==> config.mk <==
export PLATFORM = sky130hd
export DESIGN_NAME = inst_fetch
export DESIGN_NICKNAME = d
export VERILOG_FILES = /design/src/rtl/inst_fetch_pkg.sv /design/src/rtl/inst_fetch_queue.sv /design/src/rtl/inst_fetch.sv
export SDC_FILE = /design/constraint.sdc
export NUM_CORES = 1
export LEC_CHECK = 0
export CAP_MARGIN = 20
export CORE_UTILIZATION = 31
export DETAILED_ROUTE_END_ITERATION = 10
export DONT_BUFFER_PORTS = 1
export GPL_TIMING_DRIVEN = 0
export RECOVER_POWER = 25
export SYNTH_ARGS = -nofsm -noshare
export SYNTH_HDL_FRONTEND = slang
export SYNTH_SLANG_ARGS = --single-unit
==> constraint.sdc <==
create_clock -name Clk -period 3.02 [get_ports Clk]
set_clock_uncertainty 0.15 [all_clocks]
set_input_delay 0.302 -clock Clk [delete_from_list [all_inputs] [get_ports Clk]]
set_output_delay 0.302 -clock Clk [all_outputs]
set_load 0.1 [all_outputs]
==> src/rtl/inst_fetch_pkg.sv <==
// Shared types for the instruction fetch unit: default widths, the fetch FSM
// state encoding and the queue entry layout handed to decode.
package fetch_pkg;

    localparam int PC_W_DEF   = 10;
    localparam int INST_W_DEF = 9;

    typedef enum logic [1:0] {
        IDLE   = 2'd0,
        RUN    = 2'd1,
        HALTED = 2'd2
    } fetch_state_t;

    typedef struct packed {
        logic [PC_W_DEF-1:0]   pc;
        logic [INST_W_DEF-1:0] inst;
    } fetch_entry_t;

endpackage

==> src/rtl/inst_fetch_queue.sv <==
// Two-entry FIFO between fetch and decode. Slot 0 is always the head.
// A flush empties the queue and overrides any push in the same cycle.
module fetch_queue
    import fetch_pkg::*;
(
    input  logic         clk,
    input  logic         rst,
    input  logic         push,
    input  logic         pop,
    input  logic         flush,
    input  fetch_entry_t din,
    output fetch_entry_t head,
    output logic [1:0]   count
);

    fetch_entry_t slot0;
    fetch_entry_t slot1;
    logic         do_pop;
    logic         do_push;

    // Qualify requests so the queue never underflows or overflows.
    always_comb begin
        do_pop  = pop && (count != 2'd0);
        do_push = push && ((count != 2'd2) || do_pop);
        head    = slot0;
    end

    // Storage and occupancy update; flush and reset clear everything.
    always_ff @(posedge clk) begin
        if (rst || flush) begin
            count <= 2'd0;
            slot0 <= '0;
            slot1 <= '0;
        end else begin
            case ({do_push, do_pop})
                2'b11: begin
                    if (count == 2'd1) begin
                        slot0 <= din;
                    end else begin
                        slot0 <= slot1;
                        slot1 <= din;
                    end
                end
                2'b01: begin
                    slot0 <= slot1;
                    count <= count - 2'd1;
                end
                2'b10: begin
                    if (count == 2'd0) begin
                        slot0 <= din;
                    end else begin
                        slot1 <= din;
                    end
                    count <= count + 2'd1;
                end
                default: ;
            endcase
        end
    end

endmodule

==> src/rtl/inst_fetch.sv <==
// Instruction fetch unit: owns the PC, drives the ROM address, and queues
// {PC, instruction} pairs for decode behind a valid/ready handshake.
module inst_fetch
    import fetch_pkg::*;
#(
    parameter int              PC_W       = PC_W_DEF,
    parameter int              INST_W     = INST_W_DEF,
    parameter logic [PC_W-1:0] START_ADDR = '0
) (
    input  logic              Clk,
    input  logic              Reset,
    input  logic              Start,
    input  logic              Halt,
    input  logic              Redirect,
    input  logic [PC_W-1:0]   RedirectTarget,
    output logic [PC_W-1:0]   InstAddress,
    input  logic [INST_W-1:0] InstIn,
    output logic              InstValid,
    output logic [INST_W-1:0] InstData,
    output logic [PC_W-1:0]   InstPC,
    input  logic              InstReady,
    output logic              Running,
    output logic              Wrapped
);

    fetch_state_t state;
    logic [PC_W-1:0] pc;
    logic [1:0]      q_count;
    fetch_entry_t    push_entry;
    fetch_entry_t    head;
    logic            in_run;
    logic            halt_now;
    logic            redirect_now;
    logic            start_now;
    logic            q_push;
    logic            q_pop;
    logic            q_flush;

    // Control decode: a Halt/Redirect cycle voids any handshake with decode.
    always_comb begin
        in_run       = (state == RUN);
        halt_now     = in_run && Halt;
        redirect_now = in_run && !Halt && Redirect;
        start_now    = !in_run && Start;
        q_pop        = InstValid && InstReady && !Halt && !Redirect;
        q_push       = in_run && !Halt && !Redirect && ((q_count != 2'd2) || q_pop);
        q_flush      = halt_now || redirect_now || start_now;
        push_entry   = '{pc: pc, inst: InstIn};
        InstAddress  = pc;
        InstValid    = (q_count != 2'd0);
        InstData     = head.inst;
        InstPC       = head.pc;
    end

    // Fetch FSM with PC register, running flag and sticky wrap flag.
    always_ff @(posedge Clk) begin
        if (Reset) begin
            state   <= IDLE;
            pc      <= START_ADDR;
            Running <= 1'b0;
            Wrapped <= 1'b0;
        end else begin
            case (state)
                IDLE, HALTED: begin
                    if (Start) begin
                        state   <= RUN;
                        Running <= 1'b1;
                        pc      <= START_ADDR;
                        Wrapped <= 1'b0;
                    end
                end
                RUN: begin
                    if (Halt) begin
                        state   <= HALTED;
                        Running <= 1'b0;
                    end else if (Redirect) begin
                        pc <= RedirectTarget;
                    end else if (q_push) begin
                        pc <= pc + 1'b1;
                        if (pc == '1) begin
                            Wrapped <= 1'b1;
                        end
                    end
                end
                default: begin
                    state   <= IDLE;
                    Running <= 1'b0;
                end
            endcase
        end
    end

    fetch_queue u_queue (
        .clk   (Clk),
        .rst   (Reset),
        .push  (q_push),
        .pop   (q_pop),
        .flush (q_flush),
        .din   (push_entry),
        .head  (head),
        .count (q_count)
    );

endmodule

==> results of run 1 <==
-- cell usage after synthesis (5+ instances only) --
| library cell | n | area, um^2 |
|---|---|---|
| and3_1 | 6 | 37.5 |
| a221oi_1 | 16 | 140 |
| a21oi_1 | 38 | 190 |
| a32oi_1 | 5 | 43.8 |
| ha_1 | 7 | 87.6 |
| o31ai_1 | 5 | 37.5 |
| nand3_1 | 6 | 30.0 |
| buf_2 | 6 | 30.0 |
| mux2i_1 | 33 | 330 |
| nor2_1 | 35 | 131 |
| inv_1 | 10 | 37.5 |
| a211oi_1 | 6 | 45.0 |
| clkbuf_1 | 17 | 63.8 |
| nand2_1 | 43 | 161 |
| dfxtp_1 | 54 | 1080 |
| o21ai_0 | 6 | 30.0 |
-- metal layers --
metal / GRT usage / share of wire
met5: 0 / 0
met4: 0.0448 / 0.0089
met3: 0.0426 / 0.067
met2: 0.264 / 0.46
met1: 0.216 / 0.47
-- path summary, 6_finish.rpt --
| path | start | cells after the start | endpoint | slack [ns] |
|---|---|---|---|---|
| setup / recovery | InstAddress[0] | 6 | InstAddress[9] | 0.13 |
| hold / removal | InstIn[1] | 2 | u_queue.slot1[1] | 0.01 |
| hold reg to reg | u_queue.slot1[18] | 2 | u_queue.slot1[18] | 0.36 |
| setup reg to reg | InstAddress[0] | 6 | InstAddress[9] | 0.13 |
-- worst max-delay path: stages, from the launching register on --
cell,delay (ns)
dfxtp_1,0.42
clkbuf_1,0.98
buf_6,0.23
nand2_1,0.09
or4_1,0.54
o2bb2ai_1,0.15
a22o_1,0.23
-- area by class of cell --
class / instances / area share
multi-input combinational: 249 / 0.510
sequential: 54 / 0.327
tap: 108 / 0.0409
buffer: 25 / 0.0390
timing repair buffer: 16 / 0.0379
clock buffer: 6 / 0.0220
clock inverter: 2 / 0.0114
inverter: 10 / 0.0114
-- through the flow --
step / total power, W / area, um^2 / hold WS [ns] / instances / setup WS [ns]
floorplan: 0.000902 / 2900 / 0.299 / 340 / 0.238
global placement: 0.000934 / 3030 / 0.303 / 448 / -0.220
detailed placement: 0.000943 / 3110 / 0.315 / 452 / -0.325
CTS: 0.00144 / 3290 / 0.00176 / 464 / -0.0197
global route: 0.00148 / 3300 / 0.0275 / 470 / 0.0102
finish: 0.00143 / 3300 / 0.00999 / 470 / 0.126
-- logic make-up after synthesis --
family	count (synthesis)
flops	54
xor+xnor	2
simple gates	106
buf+inv	37
compound gates	100
fa+ha+maj	7
mux	34
-- timing repair --
action,4_1_cts,5_1_grt
endpoints found under the hold margin,6,0
setup buffers,0,1
gates resized for setup,9,10
cloned,0,0
hold buffers,6,0
endpoints found under the setup margin,40,31
pin swaps,0,1
-- state kept, by name, summed over array words and instances (netlist names) --
name,flops
Wrapped,1
Running,1
u_queue.head,19
state,2
u_queue.count,2
u_queue.slot1,19
InstAddress,10
-- power by group --
| part | internal, W | leakage (nW) | switching (W) | total, W |
|---|---|---|---|---|
| registers | 0.000721 | 0.436 | 0.0000460 | 0.000767 |
| clock network | 0.000248 | 0.0514 | 0.000244 | 0.000492 |
| logic | 0.0000578 | 0.590 | 0.000111 | 0.000169 |
==> results by group, run 1 <==
Outcome
  – Outcome: completed

STA
  – Unrepaired setup endpoints after global routing: false
  – Slew headroom: 0.133
  – Max-slew violation count: 0
  – Fin crit share: 0.958
  – Least-Margin Pin Slew: 1.30 ns
  – Final Setup Violations: 0
  – Final Hold Violating Endpoints: 0
  – Minimum clock period: 2.89 ns
  – Highest clock rate: 346 MHz
  – Fin Setup TNS: 0 ns

Drt
  – # DRC: 0
  – DR vias: 2600
  – Drt wl/cell: 16.8 um
  – Vias/cell: 5.53
  – First DRT Iteration DRCs: 161
  – Drt first pass iters: 4
  – Detail Route Antenna Nets: 0
  – Total Routed Length: 7.91 mm

Synthesis
  – Adder-cell share of the synthesized area: 0.0302
  – Xor/xnor share of the synthesized area: 0.00605
  – Post-synthesis mux area share: 0.118
  – Mapped Nets: 372
  – #FFs+latches synth: 54
  – Syn_area_per_cell: 8.52 um^2
  – Post-synthesis async set-or-reset flop share: 0
  – Post-synth cell types: 45
  – Synth Area in Compound Gates: 0.244
  – Top FF cell, synth: dfxtp_1
  – Combinational family with the most area after synthesis: compound AO/OA/AOI/OAI gates
  – YS warnings: 0
  – Simple-gate area share of the yosys netlist: 0.171
  – Register area share after synthesis: 0.373
  – Number of flops mapped to enable cells by yosys: 0
  – Mapped Cells: 340
  – Post-Syn Area: 2900 um^2

Clock network
  – H-tree depth: 2
  – Skew-Pair Late Insertion Delay: 0.31 ns
  – Clk buf depth: 2
  – Total CTS buffers: 5
  – Total clock sinks: 54
  – Clock-pin slew on the worst setup and hold paths: 0.10 ns
  – Root buf cell: clkbuf_8
  – TritonCTS clock tree: yes

Job
  – Max cap viols: 0

Placed design
  – Dpl hpwl: 5.72 mm
  – Port Buffers: 0
  – RePlAce Congestion: 0.829

Die
  – I/O pins: 57
  – Initial Util: 0.326
  – Die ar.: 9730 um^2
  – Die Ht: 98.7 um
  – Core area: 8890 um^2
  – Site row count: 34
  – Die width: 98.7 um

Cells and area
  – Area of the multi-input gates: 1690 um^2
  – Share of cells above drive strength 1: 0.119
  – # nets final: 393
  – Register Area: 1080 um^2
  – Area delta synth->final: 14.0%
  – Fill count: 906
  – Antenna fix cells: 0
  – Util after Layout: 0.372
  – Most frequent cells in the layout: dfxtp_1 (54), nand2_1 (42), a21oi_1 (38)
  – Most common cell after layout, fill and taps aside: dfxtp_1

Power
  – Static Leak: 1.08 nW
  – P per Cell Area: 432 nW/um^2
  – VDD IR max: 0.000174 V

Global routing
  – Grt total ovfl: 0
  – Vias in the first global route: 2481
  – First-pass GRT wire length: 12.7 mm
  – Gr usage total: 0.163
  – Antenna violations before repair: 0
  – Largest net degree at the start of global routing: 17

Critical path
  – Worst Setup End Kind: flip-flop
  – Max FO, Critical Path: 5
  – WP data required: 3.07 ns
  – CP Launch Type: flip-flop
  – CP arrival: 2.95 ns
  – Crit path kind: reg2reg

Worst hold path
  – HP Class: in2reg
No activity file was read; power rests on OpenSTA's default activity.
==> run 2: changes to the inputs <==
--- a/config.mk
+++ b/config.mk
@@ -6,7 +6,8 @@
 export NUM_CORES = 1
 export LEC_CHECK = 0
 export CAP_MARGIN = 20
-export CORE_UTILIZATION = 31
+export CORE_ASPECT_RATIO = 0.9
+export CORE_UTILIZATION = 30
 export DETAILED_ROUTE_END_ITERATION = 10
 export DONT_BUFFER_PORTS = 1
 export GPL_TIMING_DRIVEN = 0
==> run 2 against run 1 <==
Effect of this change: via count shrank 1.8%; utilization down 1.0 points; count of clock-buffer cells in the layout shrank 1; critical path type unchanged; largest power group unchanged; highest routed layer unchanged.
==> results by group, run 2 (synthesis gave the netlist of run 1 again) <==
Global routing
  – Largest net degree at the start of global routing: 19
  – Met3 usage: 0.0437
  – Vias in the first global route: 2465
  – Grt total ovfl: 0
  – Met1 usage: 0.209
  – Grt peak-use layer: met2
  – Gr usage total: 0.155
  – GRT met2 Usage: 0.246
  – First-pass GRT wire length: 12.4 mm
  – Antenna violations before repair: 0

Clock network
  – Clk buf depth: 2
  – Root buf cell: clkbuf_8
  – Skew-Pair Late Insertion Delay: 0.32 ns
  – H-tree depth: 2
  – TritonCTS clock tree: yes
  – Total clock sinks: 54
  – Clock-pin slew on the worst setup and hold paths: 0.11 ns
  – Total CTS buffers: 5

Cells and area
  – Most common cell after layout, fill and taps aside: dfxtp_1
  – Antenna fix cells: 0
  – Util after Layout: 0.361
  – Area delta synth->final: 15.4%
  – Share of cells above drive strength 1: 0.115
  – Most frequent cells in the layout: dfxtp_1 (54), nand2_1 (42), a21oi_1 (38)
  – Final instance area: 3340 um^2
  – # nets final: 395

Die
  – Die ar.: 10100 um^2
  – Initial Util: 0.313
  – Site row count: 33
  – Core area: 9250 um^2
  – Die width: 106 um
  – Die Ht: 95.2 um
  – I/O pins: 57

Critical path
  – WP data required: 3.08 ns
  – R2R Setup Slk: 0.11 ns
  – Critical R2R Launch: InstAddress[0]
  – CP endpoint: InstAddress[9]
  – RR Endpoint: InstAddress[9]
  – Max FO, Critical Path: 5
  – CP arrival: 2.97 ns
  – Cells on worst reg2reg path: 6
  – Crit path kind: reg2reg
  – Worst Setup End Kind: flip-flop
  – Worst Setup SP: InstAddress[0]
  – CP Launch Type: flip-flop

STA
  – Final Hold Violating Endpoints: 0
  – Highest clock rate: 344 MHz
  – Slew headroom: 0.155
  – Least-Margin Pin Slew: 1.27 ns
  – Fin Setup TNS: 0 ns
  – Fin crit share: 0.963
  – Final Setup Violations: 0
  – Worst hold margin: 0.0626 ns
  – Max-slew violation count: 0
  – Minimum clock period: 2.91 ns

Drt
  – Drt wl/cell: 16.1 um
  – Drt first pass iters: 4
  – Total Routed Length: 7.82 mm
  – # DRC: 0
  – First DRT Iteration DRCs: 122
  – Vias/cell: 5.25
  – Detail Route Antenna Nets: 0
  – DR vias: 2553

Power
  – P per Cell Area: 436 nW/um^2
  – VDD IR max: 0.000199 V
  – Static Leak: 1.08 nW
  – Final Total Pwr: 0.00146 W

Placed design
  – Dpl hpwl: 5.57 mm
  – Port Buffers: 0
  – Placed Area: 3120 um^2
  – RePlAce Congestion: 0.834

Job
  – Max cap viols: 0

Outcome
  – Outcome: completed

Worst hold path
  – HP Class: in2reg
[run 2: cell types whose count changed in the layout (fill, tap and decap cells not counted)]
cell and change:
buf_1 +1, buf_6 -2, clkbuf_1 -1, clkbuf_2 -1
clkbuf_4 +1, dlygate4sd3_1 +3, inv_8 +1
[run 2: area by class of cell]
class / instances / area [um^2]
Multi-Input combinational cell: 249 / 1690
Tap cell: 122 / 153
Clock buffer: 5 / 68.8
Sequential cell: 54 / 1080
Clock inverter: 3 / 48.8
Timing Repair Buffer: 18 / 139
Fill cell: 963 / 5910
Buffer: 25 / 129
Inverter: 10 / 37.5
[run 2: routing by layer]
| layer | part of all wire | vias to the layer above | routed length, um |
|---|---|---|---|
| met5 | 0 | - | 0 |
| met4 | 0.0093 | 0 | 73 |
| met3 | 0.072 | 8 | 566 |
| met2 | 0.43 | 82 | 3350 |
| met1 | 0.49 | 1180 | 3830 |
| li1 | - | 1283 | - |
[run 2: worst min-delay path by stage]
| stage | startpoint | to | slack (ns) | cells after the start |
|---|---|---|---|---|
| final | RedirectTarget[6] | InstAddress[6] | 0.06 | 2 |
| after floorplan | InstIn[8] | u_queue.slot1[8] | 0.30 | 2 |
| after CTS | RedirectTarget[9] | InstAddress[9] | 0.06 | 3 |
| after detailed placement | InstIn[1] | u_queue.slot1[1] | 0.31 | 2 |
| after global routing | RedirectTarget[9] | InstAddress[9] | 0.06 | 3 |
| after global placement | InstIn[5] | u_queue.slot1[5] | 0.31 | 2 |
[run 2: timing repair]
item / CTS / global route
gates resized for setup: 10 / 8
hold buffers: 9 / 0
pin swaps: 0 / 1
endpoints found under the setup margin: 31 / 30
buffers inserted: 0 / 2
hold endpoints to repair: 9 / 0
[run 2: power breakdown]
part	switching, W	internal [W]	total (W)
registers	0.0000468	0.000721	0.000768
clock network	0.000267	0.000253	0.000520
logic	0.000111	0.0000595	0.000170
total	0.000424	0.00103	0.00146
[run 2: per-stage QoR]
step,setup slack (ns),std cells
floorplan,0.238,340
global placement,-0.228,462
global route,-0.00828,486
finish,0.111,486
detailed placement,-0.245,466
CTS,0.0467,481
[run 2: worst max-delay path, cell delays in order (launching register included)]
cell	delay, ns
dfxtp_1	0.43
clkbuf_1	0.96
buf_6	0.23
nand2_1	0.08
or4_1	0.56
o2bb2ai_1	0.15
a22o_1	0.24
